==> src/rtl/cpu_run_ctrl.sv <==
// cpu_run_ctrl
//
// Run-control and debug-navigation front end for the single-cycle CPU.
// Everything runs on clk: the CPU is advanced by a one-cycle clock enable
// (cpu_ce) rather than a divided clock.
//
//   state | meaning
//   ------+----------------------------------------------------------------
//   IDLE  | after reset; waits for go, CPU frozen
//   RUN   | free run, cpu_ce follows the divider tick
//   STEP  | single step, cpu_ce follows each accepted step press
//   HALTED| CPU reported halt; go resumes with a resume+enable cycle
//
// Ports
//   clk, rst        system clock, asynchronous active-high reset
//   speed_sel[1:0]  divisor select (0 slowest .. 3 fastest)
//   run_mode        1 free run, 0 single step (level)
//   go_btn          raw start/resume button
//   step_btn        raw single-step button
//   inc_btn         raw mem_addr increment button
//   dec_btn         raw mem_addr decrement button
//   addr_clr        level, forces mem_addr to 0
//   cpu_halt        halt flag from the CPU
//   cpu_ce          one-cycle CPU clock enable (combinational)
//   cpu_resume      one-cycle resume pulse, coincident with cpu_ce
//   mem_addr        debug view address (wraps)
//   state[1:0]      00 IDLE, 01 RUN, 10 STEP, 11 HALTED
//   cycle_count     saturating count of cpu_ce pulses
module cpu_run_ctrl #(
   parameter int unsigned DIV_W      = 32,
   parameter int unsigned DIV0       = 2500000,
   parameter int unsigned DIV1       = 250000,
   parameter int unsigned DIV2       = 25000,
   parameter int unsigned DIV3       = 2,
   parameter int unsigned ADDR_W     = 10,
   parameter int unsigned CNT_W      = 32,
   parameter int unsigned DEB_CYCLES = 250000
) (
   input  logic              clk,
   input  logic              rst,
   input  logic [1:0]        speed_sel,
   input  logic              run_mode,
   input  logic              go_btn,
   input  logic              step_btn,
   input  logic              inc_btn,
   input  logic              dec_btn,
   input  logic              addr_clr,
   input  logic              cpu_halt,
   output logic              cpu_ce,
   output logic              cpu_resume,
   output logic [ADDR_W-1:0] mem_addr,
   output logic [1:0]        state,
   output logic [CNT_W-1:0]  cycle_count
);

   localparam int unsigned DEB_W = $clog2(DEB_CYCLES + 1);
   localparam logic [DEB_W-1:0] DEB_LAST = DEB_W'(DEB_CYCLES - 1);

   localparam int BTN_GO   = 0;
   localparam int BTN_STEP = 1;
   localparam int BTN_INC  = 2;
   localparam int BTN_DEC  = 3;

   typedef enum logic [1:0] {
      S_IDLE = 2'b00,
      S_RUN  = 2'b01,
      S_STEP = 2'b10,
      S_HALT = 2'b11
   } state_t;

   // ---------------------------------------------------------------------
   // Button conditioning: 2-flop sync, stability counter, rising-edge pulse
   // ---------------------------------------------------------------------
   logic [3:0]       btn_raw;
   logic [3:0]       sync1_q, sync1_d;
   logic [3:0]       sync2_q, sync2_d;
   logic [3:0]       acc_q, acc_d;
   logic [3:0]       acc_dly_q, acc_dly_d;
   logic [3:0]       pulse_q, pulse_d;
   logic [DEB_W-1:0] deb_cnt_q [4];
   logic [DEB_W-1:0] deb_cnt_d [4];

   assign btn_raw = {dec_btn, inc_btn, step_btn, go_btn};

   always_comb begin
      sync1_d   = btn_raw;
      sync2_d   = sync1_q;
      acc_d     = acc_q;
      acc_dly_d = acc_q;
      // Edge detect on the accepted level against its one-cycle delay; the
      // pulse is registered so cpu_ce is driven only from flops.
      pulse_d   = acc_q & ~acc_dly_q;
      for (int i = 0; i < 4; i++) begin
         deb_cnt_d[i] = '0;
         if (sync2_q[i] != acc_q[i]) begin
            if (deb_cnt_q[i] == DEB_LAST) begin
               acc_d[i] = sync2_q[i];
            end else begin
               deb_cnt_d[i] = deb_cnt_q[i] + DEB_W'(1);
            end
         end
      end
   end

   always_ff @(posedge clk or posedge rst) begin
      if (rst) begin
         sync1_q   <= '0;
         sync2_q   <= '0;
         acc_q     <= '0;
         acc_dly_q <= '0;
         pulse_q   <= '0;
         for (int i = 0; i < 4; i++) begin
            deb_cnt_q[i] <= '0;
         end
      end else begin
         sync1_q   <= sync1_d;
         sync2_q   <= sync2_d;
         acc_q     <= acc_d;
         acc_dly_q <= acc_dly_d;
         pulse_q   <= pulse_d;
         for (int i = 0; i < 4; i++) begin
            deb_cnt_q[i] <= deb_cnt_d[i];
         end
      end
   end

   logic go_p, step_p, inc_p, dec_p;
   assign go_p   = pulse_q[BTN_GO];
   assign step_p = pulse_q[BTN_STEP];
   assign inc_p  = pulse_q[BTN_INC];
   assign dec_p  = pulse_q[BTN_DEC];

   // ---------------------------------------------------------------------
   // Divider
   // ---------------------------------------------------------------------
   logic [DIV_W-1:0] div_cnt_q, div_cnt_d;
   logic [DIV_W-1:0] div_q, div_d;
   logic [DIV_W-1:0] sel_div;
   logic             tick;

   always_comb begin
      sel_div = DIV_W'(DIV0);
      case (speed_sel)
         2'd0:    sel_div = DIV_W'(DIV0);
         2'd1:    sel_div = DIV_W'(DIV1);
         2'd2:    sel_div = DIV_W'(DIV2);
         default: sel_div = DIV_W'(DIV3);
      endcase
   end

   assign tick = (div_cnt_q == (div_q - DIV_W'(1)));

   always_comb begin
      div_cnt_d = div_cnt_q + DIV_W'(1);
      div_d     = div_q;
      // Reloading the divisor only at the period boundary keeps every
      // period a whole period of either the old or the new divisor.
      if (tick) begin
         div_cnt_d = '0;
         div_d     = sel_div;
      end
   end

   always_ff @(posedge clk or posedge rst) begin
      if (rst) begin
         div_cnt_q <= '0;
         div_q     <= DIV_W'(DIV0);
      end else begin
         div_cnt_q <= div_cnt_d;
         div_q     <= div_d;
      end
   end

   // ---------------------------------------------------------------------
   // Run/step/halt state machine
   // ---------------------------------------------------------------------
   state_t state_q, state_d;
   logic   blank_q, blank_d;
   logic   cnt_clr;
   logic   halt_seen;

   // The CPU still reports halt in the cycle right after a resume.
   assign halt_seen = cpu_halt & ~blank_q;

   always_comb begin
      state_d    = state_q;
      blank_d    = 1'b0;
      cpu_ce     = 1'b0;
      cpu_resume = 1'b0;
      cnt_clr    = 1'b0;
      case (state_q)
         S_IDLE: begin
            if (go_p) begin
               state_d = run_mode ? S_RUN : S_STEP;
               cnt_clr = 1'b1;
            end
         end
         S_RUN: begin
            cpu_ce = tick;
            if (halt_seen) begin
               state_d = S_HALT;
            end else if (!run_mode) begin
               state_d = S_STEP;
            end
         end
         S_STEP: begin
            cpu_ce = step_p;
            if (halt_seen) begin
               state_d = S_HALT;
            end else if (run_mode) begin
               state_d = S_RUN;
            end
         end
         S_HALT: begin
            if (go_p) begin
               // The CPU samples resume on this enable.
               cpu_ce     = 1'b1;
               cpu_resume = 1'b1;
               blank_d    = 1'b1;
               state_d    = run_mode ? S_RUN : S_STEP;
            end
         end
         default: begin
            state_d = S_IDLE;
         end
      endcase
   end

   always_ff @(posedge clk or posedge rst) begin
      if (rst) begin
         state_q <= S_IDLE;
         blank_q <= 1'b0;
      end else begin
         state_q <= state_d;
         blank_q <= blank_d;
      end
   end

   // ---------------------------------------------------------------------
   // Retired-cycle counter (saturating)
   // ---------------------------------------------------------------------
   logic [CNT_W-1:0] cycle_count_q, cycle_count_d;

   always_comb begin
      cycle_count_d = cycle_count_q;
      if (cnt_clr) begin
         cycle_count_d = '0;
      end else if (cpu_ce && (cycle_count_q != {CNT_W{1'b1}})) begin
         cycle_count_d = cycle_count_q + CNT_W'(1);
      end
   end

   always_ff @(posedge clk or posedge rst) begin
      if (rst) begin
         cycle_count_q <= '0;
      end else begin
         cycle_count_q <= cycle_count_d;
      end
   end

   // ---------------------------------------------------------------------
   // Debug address stepper (wraps modulo 2^ADDR_W)
   // ---------------------------------------------------------------------
   logic [ADDR_W-1:0] mem_addr_q, mem_addr_d;

   always_comb begin
      mem_addr_d = mem_addr_q;
      if (addr_clr) begin
         mem_addr_d = '0;
      end else begin
         case ({inc_p, dec_p})
            2'b10:   mem_addr_d = mem_addr_q + ADDR_W'(1);
            2'b01:   mem_addr_d = mem_addr_q - ADDR_W'(1);
            default: mem_addr_d = mem_addr_q;
         endcase
      end
   end

   always_ff @(posedge clk or posedge rst) begin
      if (rst) begin
         mem_addr_q <= '0;
      end else begin
         mem_addr_q <= mem_addr_d;
      end
   end

   assign mem_addr    = mem_addr_q;
   assign state       = state_q;
   assign cycle_count = cycle_count_q;

endmodule
==> config.mk <==
export PLATFORM = sky130hd
export DESIGN_NAME = cpu_run_ctrl
export DESIGN_NICKNAME = d
export VERILOG_FILES = /design/src/rtl/cpu_run_ctrl.sv
export SDC_FILE = /design/constraint.sdc
export NUM_CORES = 1
export LEC_CHECK = 0
export CAP_MARGIN = 30
export CORE_MARGIN = 5
export CORE_UTILIZATION = 30
export DETAILED_ROUTE_END_ITERATION = 6
export GPL_TIMING_DRIVEN = 0
export SLEW_MARGIN = 25
export SYNTH_ARGS = -nofsm -noshare
export SYNTH_HDL_FRONTEND = slang
export SYNTH_SLANG_ARGS = --single-unit
==> constraint.sdc <==
create_clock -name clk -period 9.2 [get_ports clk]
set_input_delay 1.84 -clock clk [delete_from_list [all_inputs] [get_ports clk]]
set_output_delay 1.84 -clock clk [all_outputs]
set_load 0.01 [all_outputs]
After elaboration in Yosys (flattened, before gate mapping)
Cells that the tools add are included.
- word-level logic and storage cells: 87
- latch bits: 0
- output and inout port bits: 46
- flip-flop bits (word level): 201
- RAM bits: 0
- input bits: 11
- memory bits (read-only): 0
- memories kept: 0
- equal/unequal tests: 20
- multiply operators: 0
- bitwise operators: 4
- reductions and logical operators: 11
- multiplexer cells: 25
- magnitude comparators: 0
- divide/modulo/power cells: 0
- $add $sub $neg: 9
- shift operators: 0
- operators with widths (operator ; count):
    18-bit two-way mux ; 8
    32-bit two-way mux ; 3
    18-bit by 1-bit adder with 18-bit output, second input constant ; 4
    18-bit equality test, second input constant ; 4
    22-bit one-hot mux with 3 select lines ; 1
    32-bit by 1-bit adder with 32-bit output, second input constant ; 2
    32-bit equality test ; 1
    32-bit != test, second input constant ; 1
    32-bit by 1-bit subtractor with 32-bit output, second input constant ; 1
    10-bit one-hot mux with 2 select lines ; 1
    2-bit two-way mux ; 6
    10-bit by 1-bit adder with 10-bit output, second input constant ; 1
    10-bit two-way mux ; 1
    10-bit by 1-bit subtractor with 10-bit output, second input constant ; 1
    2-bit equality test, second input constant ; 4
    2-bit AND reduction ; 4
    2-bit by 1-bit equality test with 1-bit output, second input constant ; 3
    3-bit != test, second input constant ; 2
    2-bit one-hot mux with 3 select lines ; 1
    4-bit bitwise AND ; 1
    2-bit zero test ; 2
    1-bit != test ; 4
    4-bit NOT ; 1
    1-bit two-way mux ; 3
    9 further kinds ; 9

Logic depth before layout (Yosys ltp)
Gate-level depths: netlist of run 1.
- depth in word-level cells: 6
- gate-level depth with buffers: 12
- mapped depth without buffers: 10

Worst setup path after synthesis of run 1
No wires, ideal clock.
- path type: register to output
- start point: reg div_q[1]
- end point: out cpu_ce
- data arrival time: 2.409 ns
- buffers on the path: 1
- stages on the path, launching flop included: 11
- path slack: 4.951 ns
- required time: 7.360 ns
- cells stage by stage: dfrtp_1 inv_1 ha_1 or4b_1 nor3_1 o211ai_1 nor4_1 nand4_1 buf_4 and2_1 inv_1
- longest elaborated chain between the ends: 3
- ends and longest elaborated chain (item ; line ; text):
    start: declaration ; 137 ; logic [DIV_W-1:0] div_q, div_d;
    start signal: assignment ; 167 ; div_q <= DIV_W'(DIV0);
    start signal: assignment ; 170 ; div_q <= div_d;
    32-bit by 1-bit subtractor with 32-bit output ; 151 ; assign tick = (div_cnt_q == (div_q - DIV_W'(1)));
    32-bit equality test ; 151 ;
    1-bit one-hot mux with 3 select lines ; 191 ; case (state_q)
    end: declaration ; 49 ; output logic cpu_ce,
No other way between the ends.

Worst setup path in the final report of run 1
Ends and elaborated chain as after synthesis.

==> metrics.md, run 1 <==
| Metric | Value |
|---|---|
| Status | `finished, final reports clean` |
| Ys flop type | `dfrtp_1` |
| Vias per cell | `4.94` |
| Worst Tran Pin Value | `835 ps` |
| DRC Markers | `0` |
| CP Capture Type | `output port` |
| Placer Congestion | `0.846` |
| Synth unique cells | `63` |
| Asr flop ratio synth | `1.00` |
| Worst hold path class | `register to register` |
| Mapped Area | `9310 µm²` |
| Reg area | `4430 µm²` |
| Final Power | `1690 µW` |
| Pre-Repair DR Iteration Count | `5` |
| Layout Utilization | `0.362` |
| Core Area | `30600 µm²` |
| Starting Density | `0.304` |
| Row cnt | `64` |
| Synth top area cells | `dfrtp_1, nor2_1, xor2_1, xnor2_1, ha_1` |
| Max-cap violations | `0` |
| CP Data Arrival Time | `3870 ps` |
| Endpoints failing setup | `0` |
| Vias in the first global route | `7048` |
| DR iter-0 viols | `481` |
| Switching Share | `0.234` |
| Power per Cell Area | `153 nW/µm²` |
| CTS tree | `yes` |
| Max Slew Vio Count | `0` |
| Worst vdd ir | `0.136 mV` |
| Number of fill cells | `3087` |
| Global Route Usage Sum | `0.125` |
| Clock Power Share | `0.465` |
| Skew-Pair Late Insertion Delay | `440 ps` |
| Number of routed nets with antenna violations | `0` |
| Inserted Diodes | `0` |
| Drt wl/cell | `14.4 µm` |
| Via count | `7172` |
| Hold_buf cts | `0` |
| Die H | `186 µm` |
| Comb power frac | `0.063` |
| Final worst path period share | `0.621` |
| Setup CP Type | `register to output port` |
| Net count, final | `1082` |
| Largest area contributor in the netlist | `dfrtp_1` |
| Ratio of cells with drive above 1 in the final layout | `0.0644` |
| Synth top area share | `0.465` |
| Net Count, Synth | `1005` |
| Sequential share of power | `0.471` |
| Inserted Clock Buffers | `17` |
| Longest Clk Path Bufs | `2` |
| I/O pin count | `57` |
| Clock skew | `9.61 ps` |
| H-tree levels | `4` |
| Multi-input logic area | `4590 µm²` |
| Slew HR | `0.442` |
| Total global routing overflow | `0` |
| CTS Sinks | `177` |
| Post-synth EDFFs | `0` |
| Mean Syn Cell Area | `9.63 µm²` |
| CTS resizes | `0` |
| Count of state elements after synthesis | `177` |
| Pin count of the biggest net entering global routing | `80` |
| Area added between synthesis and finish | `18.9%` |
| Wirelength, routed | `20900 µm` |
| Clock slew at reported path FFs | `70 ps` |
| IO buf count | `56` |
| Chip Width | `186 µm` |
| Worst Path Max Fanout | `10` |
| Internal Power | `1300 µW` |
| Initial antenna violation count | `0` |
| Detailed placer's ending HPWL | `14700 µm` |
| RSZ-0062 raised after global routing | `no` |
| Final Hold Viols | `0` |
| Setup TNS | `0 ps` |
| Yosys warns | `0` |
| Post-CTS setup buffer count | `0` |
| Die area | `34600 µm²` |
| Pleak | `0.00484 µW` |
| Clk Tree Root Cell | `clkbuf_16` |
| Sequential area share after synthesis | `0.477` |
| Net Sw Power | `397 µW` |
| CP required | `7360 ps` |
| Post-Syn Instances | `966` |
| Minimum clock period | `5710 ps` |
| Crit start category | `register` |
| First-pass GRT wire length | `35400 µm` |
| Achievable Freq | `175 MHz` |
==> path summary, 6_finish.rpt <==
path / start / end / slack [ps] / cells after the start
worst max-delay path: div_q[1] / cpu_ce / 3490 / 11
min in group asynchronous: rst / deb_cnt_q[38] / 1740 / 2
worst min-delay path: sync1_q[2] / sync2_q[2] / 350 / 0
max in group asynchronous: rst / div_q[7] / 6410 / 4
worst min register to register: sync1_q[2] / sync2_q[2] / 350 / 0
worst max register to register: div_q[1] / cycle_count[20] / 5550 / 11
==> cells by family after synthesis <==
family	after synthesis	synth area share
AND/OR/NAND/NOR	443	0.240
XOR/XNOR	118	0.111
multiplexers	14	0.0161
adder cells (fa/ha/maj)	28	0.0385
AO/OA/AOI/OAI	118	0.0879
flip-flops	177	0.477
buffers and inverters	68	0.0300
==> worst max-delay path: stages, from the launching register on <==
cell and delay [ps]:
dfrtp_1 460, inv_1 100, ha_1 230, or4b_1 540, nor3_1 200, o211ai_1 120
nor4_1 370, nand4_1 300, buf_4 270, and2_1 240, inv_1 80, clkdlybuf4s50_1 530
==> registers in the layout, indices dropped and copies added, names as in the netlist <==
register     count
div_cnt_q       32
sync1_q          4
acc_dly_d        4
cycle_count     32
state            2
blank_q          1
sync2_q          4
acc_dly_q        4
mem_addr        10
pulse_q          4
div_q            8
deb_cnt_q       72
==> stage by stage <==
stage	cells	setup WS, ps	hold WS, ps	instance area [µm²]
2_1_floorplan	966	2560	331	9310
3_3_place_gp	1418	-93.3	333	10400
3_5_place_dp	1420	3960	335	10400
4_1_cts	1452	3440	357	11100
5_1_grt	1452	3110	365	11100
6_report	1452	3490	353	11100
==> per-layer routing <==
layer	vias up	track usage	part of all wire
met3	28	0.0311	0.037
met2	115	0.197	0.47
li1	3516	-	-
met4	0	0.0376	0.014
met1	3513	0.170	0.48
met5	-	0	0
==> cells in the mapped netlist (9+ instances only) <==
| cell | count |
|---|---|
| a21oi_1 | 32 |
| a31oi_1 | 11 |
| a41o_1 | 9 |
| and2_1 | 12 |
| and3_1 | 26 |
| clkbuf_1 | 24 |
| dfrtp_1 | 173 |
| ha_1 | 27 |
| inv_1 | 30 |
| nand2_1 | 62 |
| nand3_1 | 55 |
| nand4_1 | 34 |
| nor2_1 | 157 |
| nor2b_1 | 11 |
| nor3_1 | 14 |
| nor4_1 | 10 |
| o21ai_0 | 23 |
| or3_1 | 17 |
| xnor2_1 | 54 |
| xor2_1 | 64 |
==> power groups by stage <==
stage	clock [µW]	combinational, µW	sequential, µW
2_1_floorplan	0	67.0	814
3_3_place_gp	0	105	814
3_5_place_dp	0	111	814
4_1_cts	813	111	799
5_1_grt	847	125	800
6_report	788	107	799
==> layout by cell type, fill, tap and decap left out, types with 8 or more instances in the layout <==
cell type,count
a41o_1,9
nor2b_1,11
nor3_1,14
dfrtp_1,173
clkbuf_16,17
ha_1,27
nand2_1,62
xor2_1,64
or3_1,17
mux2_2,8
and4_1,8
nand3_1,55
clkbuf_1,24
clkdlybuf4s50_1,56
nand4_1,34
o21ai_0,23
xnor2_1,54
a31oi_1,11
a21oi_1,32
nor4_1,10
nor2_1,157
and3_1,26
and2_1,12
inv_1,29
==> area by class of cell <==
class,count,share of cell area
clock buffers,18,0.0397
clock inverters,14,0.0182
repair buffers,58,0.0556
multi-input cells,721,0.415
well taps,396,0.0448
inverters,30,0.0109
plain buffers,38,0.0150
flip-flops and latches,177,0.401
No activity file was read; power rests on OpenSTA's default activity.
==> inputs of run 2 (changes only) <==
- clock period: 9.2 -> 5.9 ns (I/O delays scaled with it)
==> run 2 against run 1 <==
Total power rose by 49%. Sequential power rose by 56%. Sequential cell count did not move. Largest power group unchanged. Critical endpoint unchanged. Largest cell class unchanged. Utilization barely moved. Register-to-register slack got worse by 3300 ps. First-iteration DRC count fell by 32%. Die area did not move. Critical path depth did not move.
==> metrics.md, run 2 (synthesized netlist as in run 1, its figures left out) <==
| Metric | Value |
|---|---|
| Status | `finished, final reports clean` |
| CTS resizes | `0 (unchanged)` |
| Max reg flops | `72 (unchanged)` |
| Core Area | `30600 µm² (unchanged)` |
| Vias per cell | `4.89 (-1.1%)` |
| IO buf count | `56 (unchanged)` |
| Minimum clock period | `5070 ps` |
| Hold path depth | `0 (unchanged)` |
| Vias in the first global route | `7004 (-0.62%)` |
| Most Crowded Layer GR | `met2` |
| Pleak | `0.00483 µW (-0.34%)` |
| Pin count of the biggest net entering global routing | `31 (-61%)` |
| Area added between synthesis and finish | `18.8% (about the same)` |
| R2r startpoint | `div_q[1]` |
| Hold WS | `350 ps (-3.69 ps)` |
| RSZ-0062 raised after global routing | `no` |
| Inserted Diodes | `0 (unchanged)` |
| Clock skew | `13.4 ps (+3.78 ps)` |
| Net count, final | `1086 (+0.37%)` |
| Pre-Repair DR Iteration Count | `5 (unchanged)` |
| RR Endpoint | `cycle_count[20]` |
| Commonest non-fill, non-tap cells in the layout | `dfrtp_1, nor2_1, xor2_1` |
| Die area | `34600 µm² (unchanged)` |
| Drt wl/cell | `14.3 µm (-0.69%)` |
| Crit start category | `register` |
| Worst Tran Pin Value | `810 ps (-25.3 ps)` |
| Final Power | `2520 µW (+49%)` |
| CTS tree | `yes` |
| Commonest non-fill, non-tap cell in the layout | `dfrtp_1` |
| Clock slew at reported path FFs | `70 ps (about the same)` |
| Achievable Freq | `197 MHz` |
| Power per Cell Area | `228 nW/µm² (+49%)` |
| Number of fill cells | `3101 (+0.45%)` |
| Number of routed nets with antenna violations | `0 (unchanged)` |
| Worst hold path class | `register to register` |
| Hold EP | `sync2_q[1]` |
| Max-cap violations | `0 (unchanged)` |
| Inserted Clock Buffers | `17 (unchanged)` |
| Min-delay src | `sync1_q[1]` |
| Endpoints failing setup | `0 (unchanged)` |
| Net Sw Power | `631 µW (+59%)` |
| Worst vdd ir | `0.188 mV (+39%)` |
| Longest Clk Path Bufs | `2 (unchanged)` |
| Met3 Usage GRT | `0.0291 (-0.00195)` |
| H-tree levels | `4 (unchanged)` |
| CTS Sinks | `177 (unchanged)` |
| CP Capture Type | `output port` |
| Worst Path Max Fanout | `10 (unchanged)` |
| Met1 GRT Util | `0.170 (-0.000303)` |
| Global Route Usage Sum | `0.124 (-0.00131)` |
| Final Hold Viols | `0 (unchanged)` |
| First-pass GRT wire length | `35100 µm (-0.78%)` |
| Wirelength, routed | `20800 µm (-0.41%)` |
| Clock Power Share | `0.438 (-0.027)` |
| Inst Count DP | `1424 (+0.28%)` |
| Switching Share | `0.250 (+0.0160)` |
| Internal Power | `1890 µW (+46%)` |
| Max Slew Vio Count | `0 (unchanged)` |
| I/O pin count | `57 (unchanged)` |
| Setup TNS | `0 ps (unchanged)` |
| Placer Congestion | `0.855 (+1.0%)` |
| Via count | `7115 (-0.79%)` |
| Initial antenna violation count | `0 (unchanged)` |
| Clk Tree Root Cell | `clkbuf_16` |
| Starting Density | `0.304 (unchanged)` |
| Row cnt | `64 (unchanged)` |
| Detailed placer's ending HPWL | `14900 µm (+1.4%)` |
| Post-CTS setup buffer count | `0 (unchanged)` |
| Sequential share of power | `0.495 (+0.024)` |
| Reg with most FFs | `deb_cnt_q` |
| Setup CP Type | `register to output port` |
| Slew HR | `0.459 (+0.0169)` |
| Skew-Pair Late Insertion Delay | `430 ps (about the same)` |
| Ratio of cells with drive above 1 in the final layout | `0.0670 (+0.00259)` |
| Met2 GRT Util | `0.196 (-0.00130)` |
| Final worst path period share | `0.859` |
| CP Data Arrival Time | `3890 ps (+20 ps)` |
| Chip Width | `186 µm (unchanged)` |
| Hold_buf cts | `0 (unchanged)` |
| Comb power frac | `0.067 (+0.004)` |
| R2R depth | `11 (unchanged)` |
| R2R setup slack | `2260 ps (-3290 ps)` |
| Total global routing overflow | `0 (unchanged)` |
| CP required | `4720 ps (-2640 ps)` |
| Finished Layout Cells | `1456 (+0.28%)` |
| Die H | `186 µm (unchanged)` |
| DRC Markers | `0 (unchanged)` |
| DR iter-0 viols | `325 (-32%)` |
run 2: cell count changes in the layout (fill, tap and decap cells not counted), sizes merged:
cell	before	now
buf	16	20
bufinv	4	1
clkinvlp	1	4
run 2: worst max-delay path, stage by stage, from the launching register on:
cell and delay [ps]:
dfrtp_1 460, inv_1 110, ha_1 220, or4b_1 540, nor3_1 210, o211ai_1 130
nor4_1 370, nand4_1 300, buf_4 280, and2_1 240, inv_1 80, clkdlybuf4s50_1 530
run 2: how the worst max path moves through the flow:
stage / from / to
global placement: rst / mem_addr[5]
finish: div_q[1] / cpu_ce
global route: div_q[1] / cpu_ce
CTS: div_q[1] / cpu_ce
floorplan: div_q[1] / cpu_ce
detailed placement: div_q[1] / cpu_ce
run 2: through the flow:
step	utilization	setup WS (ps)	instance area [µm²]
final	0.361	831	11100
after global routing	0.361	584	11100
after CTS	0.361	788	11100
after detailed placement	0.343	1270	10500
after global placement	0.339	850	10400
after floorplan	-	2310	9310
run 2: routing by layer:
layer / vias to the layer above / share of wire
met2: 101 / 0.47
met3: 23 / 0.034
li1: 3553 / -
met5: - / 0
met4: 0 / 0.015
met1: 3438 / 0.49
run 2: final cells by class:
cell class / instances / area [µm²] / share of cell area
Buffer: 38 / 166 / 0.0151
Clock buffer: 18 / 429 / 0.0388
Clock inverter: 14 / 133 / 0.0120
Inverter: 30 / 116 / 0.0105
Multi-Input combinational cell: 721 / 4590 / 0.415
Sequential cell: 177 / 4430 / 0.401
Tap cell: 396 / 495 / 0.0448
Timing Repair Buffer: 62 / 688 / 0.0623
run 2: power by group through the flow:
| stage | clock network (µW) | registers, µW | logic, µW |
|---|---|---|---|
| 4_1_cts | 1140 | 1250 | 174 |
| 2_1_floorplan | 0 | 1270 | 105 |
| 3_5_place_dp | 0 | 1270 | 172 |
| 6_report | 1100 | 1250 | 169 |
| 5_1_grt | 1190 | 1250 | 195 |
| 3_3_place_gp | 0 | 1270 | 160 |
==> inputs of run 3 (changes only) <==
- CORE_UTILIZATION: 30 -> 43
- SLEW_MARGIN: 25 -> 20
==> run 3 against run 2 <==
Final area is 0.79% lower. Sequential cell count is the same. Sequential share of layout area rose by 0.32 points. Final cell count down 8.3%. Largest cell class unchanged. Critical path type unchanged. Clock power is 9% higher. Critical path depth did not move.
==> metrics.md, run 3 (synthesized netlist as in run 1, its figures left out) <==
| Metric | Value |
|---|---|
| Initial antenna violation count | `0 (unchanged)` |
| Worst Path Max Fanout | `10 (unchanged)` |
| Post-CTS setup buffer count | `0 (unchanged)` |
| Chip Width | `157 µm (-16%)` |
| Setup TNS | `0 ps (unchanged)` |
| CTS resizes | `0 (unchanged)` |
| Worst setup margin | `915 ps (+84.0 ps)` |
| CP Data Arrival Time | `3800 ps (-90 ps)` |
| CP required | `4720 ps (about the same)` |
| Commonest non-fill, non-tap cells in the layout | `dfrtp_1, nor2_1, xor2_1` |
| Reg with most FFs | `deb_cnt_q` |
| Total global routing overflow | `0 (unchanged)` |
| Placer Congestion | `0.857 (+0.32%)` |
| Pin count of the biggest net entering global routing | `34 (+9.7%)` |
| Drt wl/cell | `14.9 µm (+4.6%)` |
| CTS Sinks | `177 (unchanged)` |
| Max Slew Vio Count | `0 (unchanged)` |
| Vias per cell | `5.31 (+8.7%)` |
| Starting Density | `0.440 (+0.136)` |
| Global Route Usage Sum | `0.167 (+0.0433)` |
| Max-cap violations | `0 (unchanged)` |
| IO buf count | `56 (unchanged)` |
| Pre-Repair DR Iteration Count | `4 (-1)` |
| Number of fill cells | `1925 (-38%)` |
| Via count | `7090 (-0.35%)` |
| Hold_buf cts | `0 (unchanged)` |
| Power per Cell Area | `238 nW/µm² (+4.5%)` |
| Final Power | `2610 µW (+3.7%)` |
| Skew-Pair Late Insertion Delay | `440 ps (about the same)` |
| Endpoints failing setup | `0 (unchanged)` |
| Status | `finished, final reports clean` |
| Final Hold Viols | `0 (unchanged)` |
| Wirelength, routed | `19900 µm (-4.1%)` |
| Number of routed nets with antenna violations | `0 (unchanged)` |
| Longest Clk Path Bufs | `2 (unchanged)` |
| Achievable Freq | `201 MHz (+1.7%)` |
| Worst hold path class | `register to register` |
| Ratio of cells with drive above 1 in the final layout | `0.0679 (+0.000943)` |
| Row cnt | `53 (-17%)` |
| Area after DPL | `10300 µm² (-1.4%)` |
| Commonest non-fill, non-tap cell in the layout | `dfrtp_1` |
| Slew HR | `0.440 (-0.0193)` |
| CP Capture Type | `output port` |
| Worst vdd ir | `0.191 mV (+1.5%)` |
| I/O pin count | `57 (unchanged)` |
| Clk Tree Root Cell | `clkbuf_16` |
| Worst Tran Pin Value | `839 ps (+28.8 ps)` |
| Design Area, Final | `11000 µm² (-0.79%)` |
| Detailed placer's ending HPWL | `14300 µm (-3.4%)` |
| Setup CP Type | `register to output port` |
| Post-Place Worst Slack | `1300 ps (+28.7 ps)` |
| Clock skew | `19.4 ps (+6.00 ps)` |
| Clock slew at reported path FFs | `70 ps (about the same)` |
| Inserted Clock Buffers | `17 (unchanged)` |
| Net count, final | `1086 (unchanged)` |
| Die H | `157 µm (-16%)` |
| First-pass GRT wire length | `33800 µm (-3.7%)` |
| Minimum clock period | `4980 ps (-84.0 ps)` |
| Crit start category | `register` |
| DRC Markers | `0 (unchanged)` |
| DR iter-0 viols | `402 (+24%)` |
| Inserted Diodes | `0 (unchanged)` |
| RSZ-0062 raised after global routing | `no` |
| Pleak | `0.00486 µW (+0.76%)` |
| Area added between synthesis and finish | `17.9%` |
| Final worst path period share | `0.845 (-0.0142)` |
| Core Area | `21200 µm² (-31%)` |
| Vias in the first global route | `6713 (-4.2%)` |
| H-tree levels | `4 (unchanged)` |
| CTS tree | `yes` |
| Max reg flops | `72 (unchanged)` |
| Die area | `24700 µm² (-29%)` |
-- run 3: cell count changes in the layout (fill, tap and decap cells not counted) --
cell        before  now
clkinvlp_4       4    2
clkinv_2         2    1
buf_16           1    2
inv_6            5    6
buf_12           5    4
bufinv_16        1    3
clkbuf_1        25   24
inv_8            0    1
-- run 3: per-layer routing --
metal  vias to the layer above  GRT usage  wire length [µm]
li1                       3530          -                 -
met1                      3433      0.245              9850
met2                       115      0.258              9130
met3                        12     0.0324               761
met4                         0     0.0385               201
met5                         -          0                 0
-- run 3: path summary, 6_finish.rpt --
path	end	startpoint	cells past startpoint	slack (ps)
max in group asynchronous	mem_addr[4]	rst	5	3860
worst min-delay path	sync2_q[1]	sync1_q[1]	0	350
worst min register to register	sync2_q[1]	sync1_q[1]	0	350
worst max-delay path	cpu_ce	div_q[1]	11	920
min in group asynchronous	deb_cnt_q[68]	rst	2	1150
worst max register to register	cycle_count[31]	div_q[1]	12	2330
-- run 3: area by class of cell --
class,instances,area [µm²],area share
buffer,38,166,0.0152
clock buffer,17,425,0.0388
clock inverter,15,193,0.0176
inverter,30,116,0.0106
multi-input combinational,721,4590,0.419
sequential,177,4430,0.404
tap,275,344,0.0314
timing repair buffer,62,696,0.0634
-- run 3: through the flow --
step           std cells   util  hold WS (ps)
2_1_floorplan        966      -           331
3_3_place_gp        1297  0.483           335
3_5_place_dp        1303  0.489           335
4_1_cts             1335  0.518           350
5_1_grt             1335  0.518           361
6_report            1335  0.518           349
-- run 3: power breakdown --
part | switching, µW | leakage (µW) | internal, µW
sequential | 18.6 | 0.00240 | 1230
clock | 516 | 0.000302 | 680
combinational | 99.3 | 0.00217 | 69.0
-- run 3: worst max-delay path, cell delays in order, from the launching register on --
cell and delay (ps):
dfrtp_1 450, inv_1 100, ha_1 230, or4b_1 540
nor3_1 200, o211ai_1 120, nor4_1 360, nand4_1 270
buf_4 260, and2_1 230, inv_1 70, clkdlybuf4s50_1 530
